File: src/rtl/gpio_pkg.sv
// gpio_pkg: register offsets and bus constants shared by the GPIO bank and its bench.
package gpio_pkg;

    localparam int         IO_DATA_W    = 32;
    localparam int         REG_STRIDE   = 8;

    localparam logic [2:0] REG_OUT      = 3'd0;
    localparam logic [2:0] REG_DIR      = 3'd1;
    localparam logic [2:0] REG_IN       = 3'd2;
    localparam logic [2:0] REG_IRQ_EN   = 3'd3;
    localparam logic [2:0] REG_IRQ_EDGE = 3'd4;
    localparam logic [2:0] REG_IRQ_PEND = 3'd5;
    localparam logic [2:0] REG_OUT_SET  = 3'd6;
    localparam logic [2:0] REG_OUT_CLR  = 3'd7;

endpackage

File: src/rtl/gpio_sync_edge.sv
// gpio_sync_edge: per-bank input synchroniser with a prev flop and rise/fall strobes.
module gpio_sync_edge #(
    parameter int WIDTH       = 8,
    parameter int SYNC_STAGES = 2
) (
    input  logic             clk,
    input  logic             reset,
    input  logic [WIDTH-1:0] i_pin,
    output logic [WIDTH-1:0] o_in,
    output logic [WIDTH-1:0] o_rise,
    output logic [WIDTH-1:0] o_fall
);
    logic [WIDTH-1:0] r_sync [SYNC_STAGES];
    logic [WIDTH-1:0] r_prev;

    always_ff @(posedge clk) begin
        if (reset) begin
            for (int s = 0; s < SYNC_STAGES; s++) begin
                r_sync[s] <= '0;
            end
            r_prev <= '0;
        end else begin
            r_sync[0] <= i_pin;
            for (int s = 1; s < SYNC_STAGES; s++) begin
                r_sync[s] <= r_sync[s-1];
            end
            r_prev <= r_sync[SYNC_STAGES-1];
        end
    end

    assign o_in   = r_sync[SYNC_STAGES-1];
    assign o_rise = o_in & ~r_prev;
    assign o_fall = ~o_in & r_prev;

endmodule

File: src/rtl/gpio_bank.sv
// gpio_bank: BANKS x WIDTH GPIO with synchronised inputs, edge interrupts and W1C pending bits.
// Build option GPIO_ATOMIC_EN adds write-only OUT_SET / OUT_CLR at offsets 6 and 7.
module gpio_bank
    import gpio_pkg::*;
#(
    parameter int         WIDTH       = 8,
    parameter int         BANKS       = 2,
    parameter int         SYNC_STAGES = 2,
    parameter logic [7:0] BASE_ADDR   = 8'h40
) (
    input  logic                   clk,
    input  logic                   reset,
    input  logic [7:0]             io_addr,
    input  logic                   io_en,
    input  logic                   io_we,
    input  logic [IO_DATA_W-1:0]   io_data_write,
    output logic [IO_DATA_W-1:0]   io_data_read,
    input  logic [BANKS*WIDTH-1:0] gpio_in,
    output logic [BANKS*WIDTH-1:0] gpio_out,
    output logic [BANKS*WIDTH-1:0] gpio_dir,
    output logic                   irq
);
    localparam logic [8:0] LP_WIN_END = 9'(BASE_ADDR) + 9'(BANKS * REG_STRIDE);

    logic [7:0]           w_rel;
    logic [4:0]           w_bank;
    logic [2:0]           w_off;
    logic                 w_in_win;
    logic                 w_wr;
    logic                 w_rd;
    logic [WIDTH-1:0]     w_wdata;
    logic                 w_unused;
    logic [BANKS-1:0]     w_irq_bank;
    logic [IO_DATA_W-1:0] w_bank_rd [BANKS];
    logic [IO_DATA_W-1:0] w_rd_any;
    logic [IO_DATA_W-1:0] r_rdata;
    logic                 r_irq;

    assign w_rel    = io_addr - BASE_ADDR;
    assign w_bank   = w_rel[7:3];
    assign w_off    = w_rel[2:0];
    assign w_in_win = ({1'b0, io_addr} >= {1'b0, BASE_ADDR}) && ({1'b0, io_addr} < LP_WIN_END);
    assign w_wr     = io_en & io_we & w_in_win;
    assign w_rd     = io_en & ~io_we;
    assign w_wdata  = io_data_write[WIDTH-1:0];
    // Upper write-data bits are architecturally ignored.
    assign w_unused = ^io_data_write;

    for (genvar b = 0; b < BANKS; b++) begin : g_bank
        logic [WIDTH-1:0]     r_out;
        logic [WIDTH-1:0]     r_dir;
        logic [WIDTH-1:0]     r_irq_en;
        logic [WIDTH-1:0]     r_irq_edge;
        logic [WIDTH-1:0]     r_irq_pend;
        logic [WIDTH-1:0]     w_in;
        logic [WIDTH-1:0]     w_rise;
        logic [WIDTH-1:0]     w_fall;
        logic [WIDTH-1:0]     w_edge;
        logic [WIDTH-1:0]     w_w1c;
        logic                 w_sel;
        logic                 w_bwr;
        logic [IO_DATA_W-1:0] w_rdata;

        gpio_sync_edge #(
            .WIDTH       (WIDTH),
            .SYNC_STAGES (SYNC_STAGES)
        ) u_sync_edge (
            .clk    (clk),
            .reset  (reset),
            .i_pin  (gpio_in[b*WIDTH +: WIDTH]),
            .o_in   (w_in),
            .o_rise (w_rise),
            .o_fall (w_fall)
        );

        assign w_sel  = w_in_win && (w_bank == 5'(b));
        assign w_bwr  = w_wr && w_sel;
        assign w_edge = (w_rise & ~r_irq_edge) | (w_fall & r_irq_edge);
        assign w_w1c  = (w_bwr && (w_off == REG_IRQ_PEND)) ? w_wdata : '0;

        always_ff @(posedge clk) begin
            if (reset) begin
                r_out      <= '0;
                r_dir      <= '0;
                r_irq_en   <= '0;
                r_irq_edge <= '0;
                r_irq_pend <= '0;
            end else begin
                if (w_bwr) begin
                    case (w_off)
                        REG_OUT:      r_out      <= w_wdata;
                        REG_DIR:      r_dir      <= w_wdata;
                        REG_IRQ_EN:   r_irq_en   <= w_wdata;
                        REG_IRQ_EDGE: r_irq_edge <= w_wdata;
`ifdef GPIO_ATOMIC_EN
                        REG_OUT_SET:  r_out      <= r_out | w_wdata;
                        REG_OUT_CLR:  r_out      <= r_out & ~w_wdata;
`endif
                        default: ;
                    endcase
                end
                // A fresh edge overrides a same-cycle clear of that bit.
                r_irq_pend <= (r_irq_pend & ~w_w1c) | w_edge;
            end
        end

        always_comb begin
            w_rdata = '0;
            if (w_sel) begin
                case (w_off)
                    REG_OUT:      w_rdata = IO_DATA_W'(r_out);
                    REG_DIR:      w_rdata = IO_DATA_W'(r_dir);
                    REG_IN:       w_rdata = IO_DATA_W'(w_in);
                    REG_IRQ_EN:   w_rdata = IO_DATA_W'(r_irq_en);
                    REG_IRQ_EDGE: w_rdata = IO_DATA_W'(r_irq_edge);
                    REG_IRQ_PEND: w_rdata = IO_DATA_W'(r_irq_pend);
                    default:      w_rdata = '0;
                endcase
            end
        end

        assign w_bank_rd[b]               = w_rdata;
        assign w_irq_bank[b]              = |(r_irq_pend & r_irq_en);
        assign gpio_out[b*WIDTH +: WIDTH] = r_out;
        assign gpio_dir[b*WIDTH +: WIDTH] = r_dir;
    end

    always_comb begin
        w_rd_any = '0;
        for (int b = 0; b < BANKS; b++) begin
            w_rd_any = w_rd_any | w_bank_rd[b];
        end
    end

    always_ff @(posedge clk) begin
        if (reset) begin
            r_rdata <= '0;
            r_irq   <= 1'b0;
        end else begin
            if (w_rd) begin
                r_rdata <= w_rd_any;
            end
            r_irq <= |w_irq_bank;
        end
    end

    assign io_data_read = r_rdata;
    assign irq          = r_irq;

endmodule
File: config.mk
export PLATFORM = sky130hd
export DESIGN_NAME = gpio_bank
export DESIGN_NICKNAME = d
export VERILOG_FILES = /design/src/rtl/gpio_pkg.sv /design/src/rtl/gpio_sync_edge.sv /design/src/rtl/gpio_bank.sv
export SDC_FILE = /design/constraint.sdc
export NUM_CORES = 1
export LEC_CHECK = 0
export CAP_MARGIN = 20
export CORE_MARGIN = 2
export CORE_UTILIZATION = 54
export DETAILED_ROUTE_END_ITERATION = 16
export PLACE_DENSITY = 0.83
export SLEW_MARGIN = 20
export SYNTH_ARGS = -nofsm -noshare
export SYNTH_HDL_FRONTEND = slang
export SYNTH_SLANG_ARGS = --single-unit
File: constraint.sdc
create_clock -name clk -period 3.6 [get_ports clk]
set_input_delay 0.72 -clock clk [delete_from_list [all_inputs] [get_ports clk]]
set_output_delay 0.72 -clock clk [all_outputs]
set_load 0.05 [all_outputs]
==> results of run 1 <==
[flip-flops by register name (all words and copies together) (netlist names)]
signal                     cells
g_bank.u_sync_edge.r_prev     16
io_data_read                   8
g_bank.r_irq_pend             16
g_bank.r_irq_edge             16
g_bank.r_dir                  16
irq                            1
g_bank.u_sync_edge.r_sync     32
g_bank.r_out                  16
g_bank.r_irq_en               16
[final cells by class]
class	count	share of cell area, %
multi-input combinational	465	42.5
sequential	137	36.3
timing repair buffer	89	11.3
clock buffer	19	5.87
tap	143	2.37
clock inverter	12	1.38
inverter	6	0.298
[power groups by stage]
stage	combinational, mW	sequential [mW]	clock [mW]
after detailed placement	0.292	1.61	0
after global routing	0.315	1.58	1.68
after floorplan	0.214	1.61	0
after global placement	0.287	1.60	0
after CTS	0.294	1.57	1.61
final	0.298	1.57	1.60
[cells in the final DEF, fill, tap and decap left out, types with 3 or more instances in the layout]
cell,instances
a21oi_1,20
a221oi_1,4
a22o_1,3
a311oi_1,3
a31oi_1,11
buf_4,14
clkbuf_16,17
clkdlybuf4s50_1,74
clkinv_2,4
clkinvlp_4,6
conb_1,24
dfxtp_1,137
inv_1,6
mux2_2,3
mux2i_1,95
nand2_1,18
nand2b_1,52
nand3b_1,12
nand4_2,3
nor2_1,34
nor2b_1,67
nor3_1,4
nor3b_1,8
o21ai_0,44
o22ai_1,12
or3_1,4
or3b_2,7
[worst reg2reg max path: cells and delay by family (launching register included)]
family | cells | cell delay [ns]
AND/OR/NAND/NOR | 1 | 0.15
flip-flops | 1 | 0.35
AO/OA/AOI/OAI | 2 | 0.48
multiplexers | 1 | 0.48
[logic make-up (layout without fill, tap and decap cells)]
group                      Yosys count  count (layout)  synth area share, %
adders and majority gates            1               1                0.200
buffers and inverters               71             126                 6.45
DFF                                137             137                 43.8
and+or+nand+nor                    232             232                 23.0
other                                1              24               0.0599
muxes                               99              99                 16.1
AOI/OAI and AO/OA                  109             109                 10.4
[routing by layer]
metal | global-route usage [%] | wire (µm) | vias up
li1 | - | - | 2357
met1 | 30.5 | 6410 | 2445
met2 | 43.1 | 7780 | 237
met3 | 7.13 | 1210 | 53
met4 | 14.7 | 774 | 0
met5 | 0 | 0 | -
[metrics by stage]
| step | cells | util, % | hold slack (ns) | power [mW] |
|---|---|---|---|---|
| final | 871 | 66.4 | 0.432 | 3.48 |
| after global routing | 871 | 66.4 | 0.446 | 3.57 |
| after CTS | 871 | 66.4 | 0.432 | 3.48 |
| after detailed placement | 840 | 61.6 | 0.422 | 1.90 |
| after global placement | 840 | 61.6 | 0.419 | 1.89 |
| after floorplan | 673 | - | 0.414 | 1.82 |
[worst max-delay path by stage]
stage | endpoint | slack (ns) | depth (start not counted)
3_5_place_dp | g_bank[1].r_out[3] | 0.27 | 7
5_1_grt | g_bank[1].r_out[7] | 0.60 | 7
3_3_place_gp | g_bank[1].r_out[6] | 0.35 | 7
6_report | g_bank[1].r_out[3] | 0.69 | 7
2_1_floorplan | g_bank[1].r_out[0] | 1.29 | 8
4_1_cts | g_bank[1].r_out[3] | 0.69 | 7
==> reports/results.tsv, run 1 <==
stage	metric	value	unit
clock_tree	post_cts_buffers	0	
clock_tree	ctsRootBufferMaster	clkbuf_16	
yosys	synth.top_cells.by_area	dfxtp_1 (44%), mux2i_1 (15%), nor2b_1 (6.7%), nand2b_1 (5.2%), o21ai_0 (3.5%)	
sta	timing.setup.tns	0	ns
drt	ant_nets	0	
power_and_ir_drop	pwr_density_cell	461	nW/µm²
place	gpl.final_weighted_congestion	0.901	
grt	grt_pass1_wl	25800	µm
yosys	netlist_instances	650	
sta	transition_time_at_the_pin_with_the_least_slew_margin	0.788	ns
worst_setup_path	setup.worst_path.class	in2reg	
clock_tree	postcts_resize_cnt	0	
die	die_y	112	µm
sta	relative_slew_slack	47.4	%
min_path	hold_class	reg2reg	
yosys	dominantRegCellSynth	dfxtp_1	
clock_tree	worstSkewPairLatency	0.42	ns
yosys	synth_cell_type_count	55	
worst_setup_path	reg2reg_to	io_data_read[0]	
worst_setup_path	cp_max_delay_cell	or4_1	
power_and_ir_drop	power_frac_comb	8.6	%
finish	register_area	2740	µm²
drt	via_count	5092	
worst_setup_path	max_stage_delay	0.78	ns
clock_tree	cts-htree-levels	4	
power_and_ir_drop	leakagePower	3.10	nW
worst_setup_path	crit_path_start	io_addr[7]	
grt	vias_in_the_first_global_route	5044	
worst_setup_path	kind_of_start_point_of_the_critical_path	input port	
die	fp.coreArea	11400	µm²
finish	synthToLayoutAreaGrowth	20.5	%
die	floorplan.initialDensity	55.1	%
clock_tree	cts_made_buffers	17	
worst_setup_path	worst-endpoint-arrival	3.19	ns
min_path	worst_hold_startpoint	g_bank[0].u_sync_edge.r_sync[0][7]	
sta	min_period_over_period	80.8	%
yosys	netlist_area	6260	µm²
finish	fillCellCount	907	
finish	antennaDiodeCount	0	
drt	drt_pre_antenna_iters	5	
place	detailedPlacementHpwl	11200	µm
worst_setup_path	critical_path_fanouts_max	8	
yosys	synth_async_sr_flop_share	0	%
status	run_status	finished clean	
power_and_ir_drop	sw_ratio	24.8	%
sta	setup_viol_count_final	0	
clock_tree	cts_tree	done	
yosys	synth.cells.most_frequent	dfxtp_1 (137), mux2i_1 (95), nor2b_1 (67)	
drt	routed_wire_length_per_instance	18.6	µm
yosys	most_frequently_used_cell_type_in_the_post_synthesis_netlist	dfxtp_1	
clock_tree	clk_path_buf_depth	2	
drt	drtIter0Drc	489	
min_path	hold_end	g_bank[0].u_sync_edge.r_sync[0][15]	
clock_tree	post_cts_clock_slew_at_the_launch_and_capture_registers_of_the_worst_setup_and_hold_paths	0.06	ns
power_and_ir_drop	cellInternalPower	2.62	mW
drt	postRouteWirelength	16200	µm
place	buffer_ports.inserted	76	
die	chipWidth	112	µm
sta	timing_max_transition_violations_final	0	
finish	layout-drive-gt1-share	9.20	%
drt	detail_route.vias_per_cell	5.85	
power_and_ir_drop	sequentialPowerShare	45.3	%
clock_tree	cts_hold_buf	0	
die	placement_rows	39	
yosys	synth_seq_area_share	43.8	%
yosys	synth-edff-count	0	
min_path	hold_depth	1	
yosys	syn_area_per_cell	9.64	µm²
grt	grt.total_usage	26.1	%
finish	post-route-cell-area	7550	µm²
sta	achievable-frequency	0.344	GHz
yosys	synth-seq-cells	137	
power_and_ir_drop	pwr-share-clk	46.1	%
sta	finalClockSkew	0.00502	ns
worst_setup_path	ff2ff_path_depth	4	
finish	multiInputGateArea	3200	µm²
sta	fin_ws	0.692	ns
worst_setup_path	critPathRequiredTime	3.88	ns
finish	finish.net_count	777	
worst_setup_path	setup.worst_path.end_class	flop	
sta	post-route-min-period	2.91	ns
yosys	synth_largest_area_cell	dfxtp_1	
place	detailedPlace.worstSlack	0.271	ns
sta	grt_setup_unrepaired	false	
worst_setup_path	critical_path_buf_inv_count	2	
clock_tree	cts_num_sinks	137	
sta	hold_violations_final	0	
die	io_pins	125	
die	die-area	12500	µm²
power_and_ir_drop	max-vdd-ir-drop	0.273	mV
grt	grt_max_degree	75	
worst_setup_path	timing.reg2reg.setup_slack	2.00	ns
worst_setup_path	timing.rr.start	g_bank[1].r_irq_en[0]	
worst_setup_path	crit_chain	clkdlybuf4s50_1 -> inv_1 -> ha_1 -> and4bb_1 -> nand3_4 -> or4_1 -> mux2i_1	
place	detailed_place.area	7000	µm²
grt	globalRouteOverflowTotal	0	
run	drv.max_cap_violation_count	0	
yosys	ys_warn_count	0	
power_and_ir_drop	switching_power	861	µW
yosys	synth_top_cell_area_share	43.8	%
drt	drcViolationCount	0	
worst_setup_path	critical-path-top-delay-family	simple AND/OR/NAND/NOR gates	
grt	antenna_found_initial	0	
Power figures use the tool's default switching activity.
==> inputs of run 2 (changes only) <==
- CORE_UTILIZATION: 54 -> 47
- PLACE_DENSITY: 0.83 -> 0.77
- clock period: 3.6 -> 2.43 ns (I/O delays scaled with it)
==> reports/results.tsv, run 2 (synthesis gave the netlist of run 1 again) <==
stage	metric	value	unit
status	run_status	finished clean	
grt	vias_in_the_first_global_route	5030	
die	floorplan.initialDensity	47.7	%
power_and_ir_drop	max-vdd-ir-drop	0.440	mV
sta	achievable-frequency	0.434	GHz
clock_tree	clk_path_buf_depth	2	
power_and_ir_drop	power_frac_comb	8.5	%
clock_tree	cts_num_sinks	137	
finish	synthToLayoutAreaGrowth	27.1	%
sta	setup_viol_count_final	0	
sta	transition_time_at_the_pin_with_the_least_slew_margin	0.525	ns
clock_tree	post_cts_buffers	0	
drt	met2WireLength	8080	µm
drt	postRouteWirelength	16700	µm
die	fp.coreArea	13100	µm²
finish	max_flop_register	g_bank.u_sync_edge.r_sync	
finish	post-route-cell-area	7960	µm²
clock_tree	worstSkewPairLatency	0.43	ns
die	placement_rows	42	
die	die-area	14300	µm²
drt	drt_pre_antenna_iters	5	
grt	globalRouteOverflowTotal	0	
die	io_pins	125	
finish	most_common_library_cell_in_the_layout_ignoring_fill_and_taps	dfxtp_1	
clock_tree	cts_made_buffers	17	
worst_setup_path	worst-endpoint-arrival	2.60	ns
die	die_y	119	µm
min_path	worst_hold_startpoint	g_bank[0].u_sync_edge.r_sync[0][7]	
grt	grt.total_usage	23.9	%
worst_setup_path	setup.worst_path.class	in2reg	
min_path	hold_class	reg2reg	
grt	grt_pass1_wl	26300	µm
power_and_ir_drop	sw_ratio	23.9	%
sta	relative_slew_slack	64.9	%
worst_setup_path	setup.worst_path.end_class	flop	
finish	antennaDiodeCount	0	
place	detailedPlacementHpwl	11800	µm
drt	routedLengthMet1	6760	µm
place	placed_cells_incl_taps	903	
drt	detail_route.vias_per_cell	5.52	
drt	highest_routed_layer	met4	
clock_tree	ctsRootBufferMaster	clkbuf_16	
drt	drcViolationCount	0	
die	chipWidth	119	µm
sta	min_period_over_period	94.9	%
clock_tree	cts-htree-levels	4	
sta	hold_violations_final	0	
sta	finalClockSkew	0.00664	ns
place	gpl.final_weighted_congestion	0.900	
power_and_ir_drop	switching_power	1.33	mW
drt	routed_wire_length_per_instance	17.8	µm
place	buffer_ports.inserted	76	
worst_setup_path	critPathRequiredTime	2.73	ns
finish	fillCellCount	1103	
clock_tree	cts_tree	done	
power_and_ir_drop	pwr_density_cell	698	nW/µm²
drt	ant_nets	0	
power_and_ir_drop	sequentialPowerShare	41.9	%
worst_setup_path	crit_path_start	io_addr[6]	
finish	finish.net_count	807	
power_and_ir_drop	leakagePower	3.31	nW
worst_setup_path	timing.rr.start	g_bank[1].r_irq_en[0]	
finish	layoutNonFillerInstCount	935	
worst_setup_path	timing.reg2reg.setup_slack	0.97	ns
drt	routed-wl-met3	1270	µm
finish	layout-drive-gt1-share	13.0	%
sta	timing_max_transition_violations_final	0	
grt	antenna_found_initial	0	
power_and_ir_drop	cellInternalPower	4.23	mW
finish	largest_register_ffs	32	
sta	grt_setup_unrepaired	false	
power_and_ir_drop	pwr-share-clk	49.6	%
drt	via_count	5163	
run	drv.max_cap_violation_count	0	
place	detailed_place.area	7330	µm²
finish	mostFrequentLayoutCells	dfxtp_1 (137), mux2i_1 (95), clkdlybuf4s50_1 (74)	
drt	drtIter0Drc	538	
grt	grt_max_degree	44	
sta	post-route-min-period	2.30	ns
worst_setup_path	critical_path_fanouts_max	8	
worst_setup_path	kind_of_start_point_of_the_critical_path	input port	
clock_tree	post_cts_clock_slew_at_the_launch_and_capture_registers_of_the_worst_setup_and_hold_paths	0.06	ns
run 2: changes by cell type in the layout (fill, tap and decap cells not counted), sizes merged:
cell,change
buf,+30
clkinvlp,-4
inv,+2
bufinv,+3
run 2: area by class of cell:
| class | instances | area (µm²) | share of cell area, % |
|---|---|---|---|
| clock buffer | 19 | 443 | 5.56 |
| clock inverter | 13 | 193 | 2.42 |
| inverter | 6 | 22.5 | 0.283 |
| multi-input combinational | 465 | 3200 | 40.2 |
| sequential | 137 | 2740 | 34.4 |
| tap | 176 | 220 | 2.77 |
| timing repair buffer | 119 | 1140 | 14.3 |
run 2: power groups by stage:
stage,registers (mW),clock network (mW),logic [mW]
after CTS,2.33,2.79,0.466
after global routing,2.34,2.88,0.497
final,2.33,2.76,0.470
after global placement,2.38,0,0.456
after detailed placement,2.38,0,0.461
after floorplan,2.38,0,0.318
run 2: per-layer routing:
layer | vias to the layer above | global-route usage (%)
met3 | 42 | 6.03
met4 | 0 | 12.3
met2 | 233 | 39.4
met1 | 2463 | 28.7
met5 | - | 0
li1 | 2425 | -
run 2: final timing paths:
kind	to	depth (start not counted)
worst max-delay path	g_bank[0].r_out[4]	8
worst max register to register	io_data_read[0]	5
worst min-delay path	g_bank[0].u_sync_edge.r_sync[0][15]	1
worst min register to register	g_bank[0].u_sync_edge.r_sync[0][15]	1
run 2: worst max-delay path, stage by stage:
cell and delay (ns):
clkdlybuf4s50_1 0.48, inv_1 0.05, ha_1 0.29, and4bb_2 0.33
nand3_4 0.11, or4b_1 0.50, buf_4 0.22, mux2i_1 0.13
run 2: through the flow:
step | setup slack [ns] | util, % | hold slack [ns] | setup TNS [ns] | power (mW)
CTS | 0.104 | 60.6 | 0.434 | 0 | 5.59
floorplan | 0.357 | - | 0.414 | 0 | 2.70
global placement | -0.281 | 55.8 | 0.418 | -11.56 | 2.83
global route | 0.0385 | 60.6 | 0.451 | 0 | 5.71
detailed placement | -0.334 | 55.8 | 0.420 | -13.95 | 2.84
finish | 0.125 | 60.6 | 0.433 | 0 | 5.56
run 2: repair_timing:
action,in CTS,in global routing
resized for setup,0,1
hold buffers,0,0
hold endpoints to repair,0,0
endpoints found under the setup margin,0,7
==> inputs of run 3 (changes only) <==
- CORE_ASPECT_RATIO: default -> 0.9
==> reports/results.tsv, run 3 (synthesis gave the netlist of run 1 again) <==
stage	metric	value	unit
grt	grt.total_usage	23.8	%
power_and_ir_drop	max-vdd-ir-drop	0.548	mV
die	io_pins	125	
finish	finish.net_count	810	
finish	most_common_library_cell_in_the_layout_ignoring_fill_and_taps	dfxtp_1	
clock_tree	cts_made_buffers	17	
grt	globalRouteOverflowTotal	0	
min_path	hold_class	reg2reg	
status	run_status	finished clean	
sta	setup_viol_count_final	0	
finish	layout-drive-gt1-share	13.4	%
worst_setup_path	kind_of_start_point_of_the_critical_path	input port	
grt	vias_in_the_first_global_route	5075	
finish	max_flop_register	g_bank.u_sync_edge.r_sync	
drt	drtIter0Drc	592	
power_and_ir_drop	leakagePower	3.32	nW
power_and_ir_drop	total_power	5.42	mW
drt	detail_route.vias_per_cell	5.57	
die	die_y	114	µm
finish	largest_register_ffs	32	
die	placement_rows	40	
die	fp.coreArea	13200	µm²
clock_tree	clk_path_buf_depth	2	
clock_tree	ctsRootBufferMaster	clkbuf_16	
sta	achievable-frequency	0.431	GHz
worst_setup_path	critical_path_fanouts_max	8	
finish	mostFrequentLayoutCells	dfxtp_1 (137), mux2i_1 (95), clkdlybuf4s50_1 (74)	
drt	postRouteWirelength	16900	µm
place	gpl.final_weighted_congestion	0.932	
grt	grt_pass1_wl	26700	µm
die	die-area	14300	µm²
finish	finalCoreUtilization	60.4	%
finish	synthToLayoutAreaGrowth	27.0	%
worst_setup_path	setup.worst_path.class	in2reg	
power_and_ir_drop	pwr_density_cell	681	nW/µm²
die	chipWidth	126	µm
run	drv.max_cap_violation_count	0	
drt	ant_nets	0	
finish	antennaDiodeCount	0	
grt	antenna_found_initial	0	
sta	relative_slew_slack	61.1	%
worst_setup_path	setup.worst_path.end_class	flop	
drt	routed_wire_length_per_instance	18.2	µm
worst_setup_path	worst-endpoint-arrival	2.60	ns
sta	post-route-min-period	2.32	ns
clock_tree	postcts_resize_cnt	0	
sta	min_period_over_period	95.5	%
clock_tree	cts_tree	done	
clock_tree	cts_hold_buf	0	
sta	hold_violations_final	0	
sta	finalClockSkew	0.00953	ns
worst_setup_path	critPathRequiredTime	2.71	ns
die	floorplan.initialDensity	47.6	%
sta	grt_setup_unrepaired	false	
grt	grt_max_degree	44	
sta	transition_time_at_the_pin_with_the_least_slew_margin	0.584	ns
clock_tree	cts_num_sinks	137	
clock_tree	cts-htree-levels	4	
drt	drcViolationCount	0	
clock_tree	post_cts_clock_slew_at_the_launch_and_capture_registers_of_the_worst_setup_and_hold_paths	0.06	ns
sta	timing_max_transition_violations_final	0	
clock_tree	worstSkewPairLatency	0.42	ns
drt	via_count	5177	
place	buffer_ports.inserted	76	
drt	drt_pre_antenna_iters	6	
clock_tree	post_cts_buffers	0	
place	detailedPlacementHpwl	12100	µm
run 3: cell types whose count changed in the layout (fill, tap and decap cells not counted):
cell / change
bufinv_16: -2
inv_8: +2
and4bb_2: -1
buf_12: +1
buf_4: +2
and4bb_1: +1
clkinv_4: +1
clkbuf_1: -1
run 3: layer usage:
layer  wire length [µm]  GRT usage, %  vias to the layer above
met4                529          11.0                        0
met3               1040          4.17                       45
li1                   -             -                     2430
met1               7380          30.7                     2488
met2               7980          39.3                      214
met5                  0             0                        -
run 3: worst paths after layout:
kind | startpoint | end | slack (ns) | depth (start not counted)
setup / recovery | io_addr[7] | g_bank[0].r_out[5] | 0.11 | 8
hold / removal | g_bank[1].u_sync_edge.r_sync[0][3] | g_bank[1].u_sync_edge.r_sync[0][11] | 0.43 | 1
setup reg to reg | g_bank[1].r_irq_en[0] | io_data_read[0] | 0.88 | 5
hold reg to reg | g_bank[1].u_sync_edge.r_sync[0][3] | g_bank[1].u_sync_edge.r_sync[0][11] | 0.43 | 1
run 3: final cells by class:
cell class | count | area [µm²]
fill | 1106 | 5210
multi-input combinational | 465 | 3200
sequential | 137 | 2740
timing repair buffer | 122 | 1170
clock buffer | 18 | 439
tap | 168 | 210
clock inverter | 14 | 164
inverter | 6 | 22.5
run 3: power breakdown:
part	switching, mW	leakage (nW)	internal (mW)
combinational	0.290	1.91	0.187
clock	1.04	0.291	1.56
sequential	0.0346	1.11	2.30
total	1.37	3.32	4.05
run 3: critical path, cell delays in order:
cell and delay [ns]:
clkdlybuf4s50_1 0.49, inv_1 0.05, ha_1 0.28, and4bb_1 0.33
nand3_4 0.14, or4b_1 0.48, buf_4 0.21, mux2i_1 0.13
run 3: stage by stage:
step                      area (µm²)  hold slack [ns]  cells  setup TNS, ns  setup WS, ns
after floorplan                 6350            0.414    673              0         0.357
after global placement          7350            0.416    898          -8.47        -0.263
after detailed placement        7350            0.420    898         -12.35        -0.328
after CTS                       7960            0.431    930              0         0.114
after global routing            7960            0.456    930              0       0.00244
final                           7960            0.430    930              0         0.111
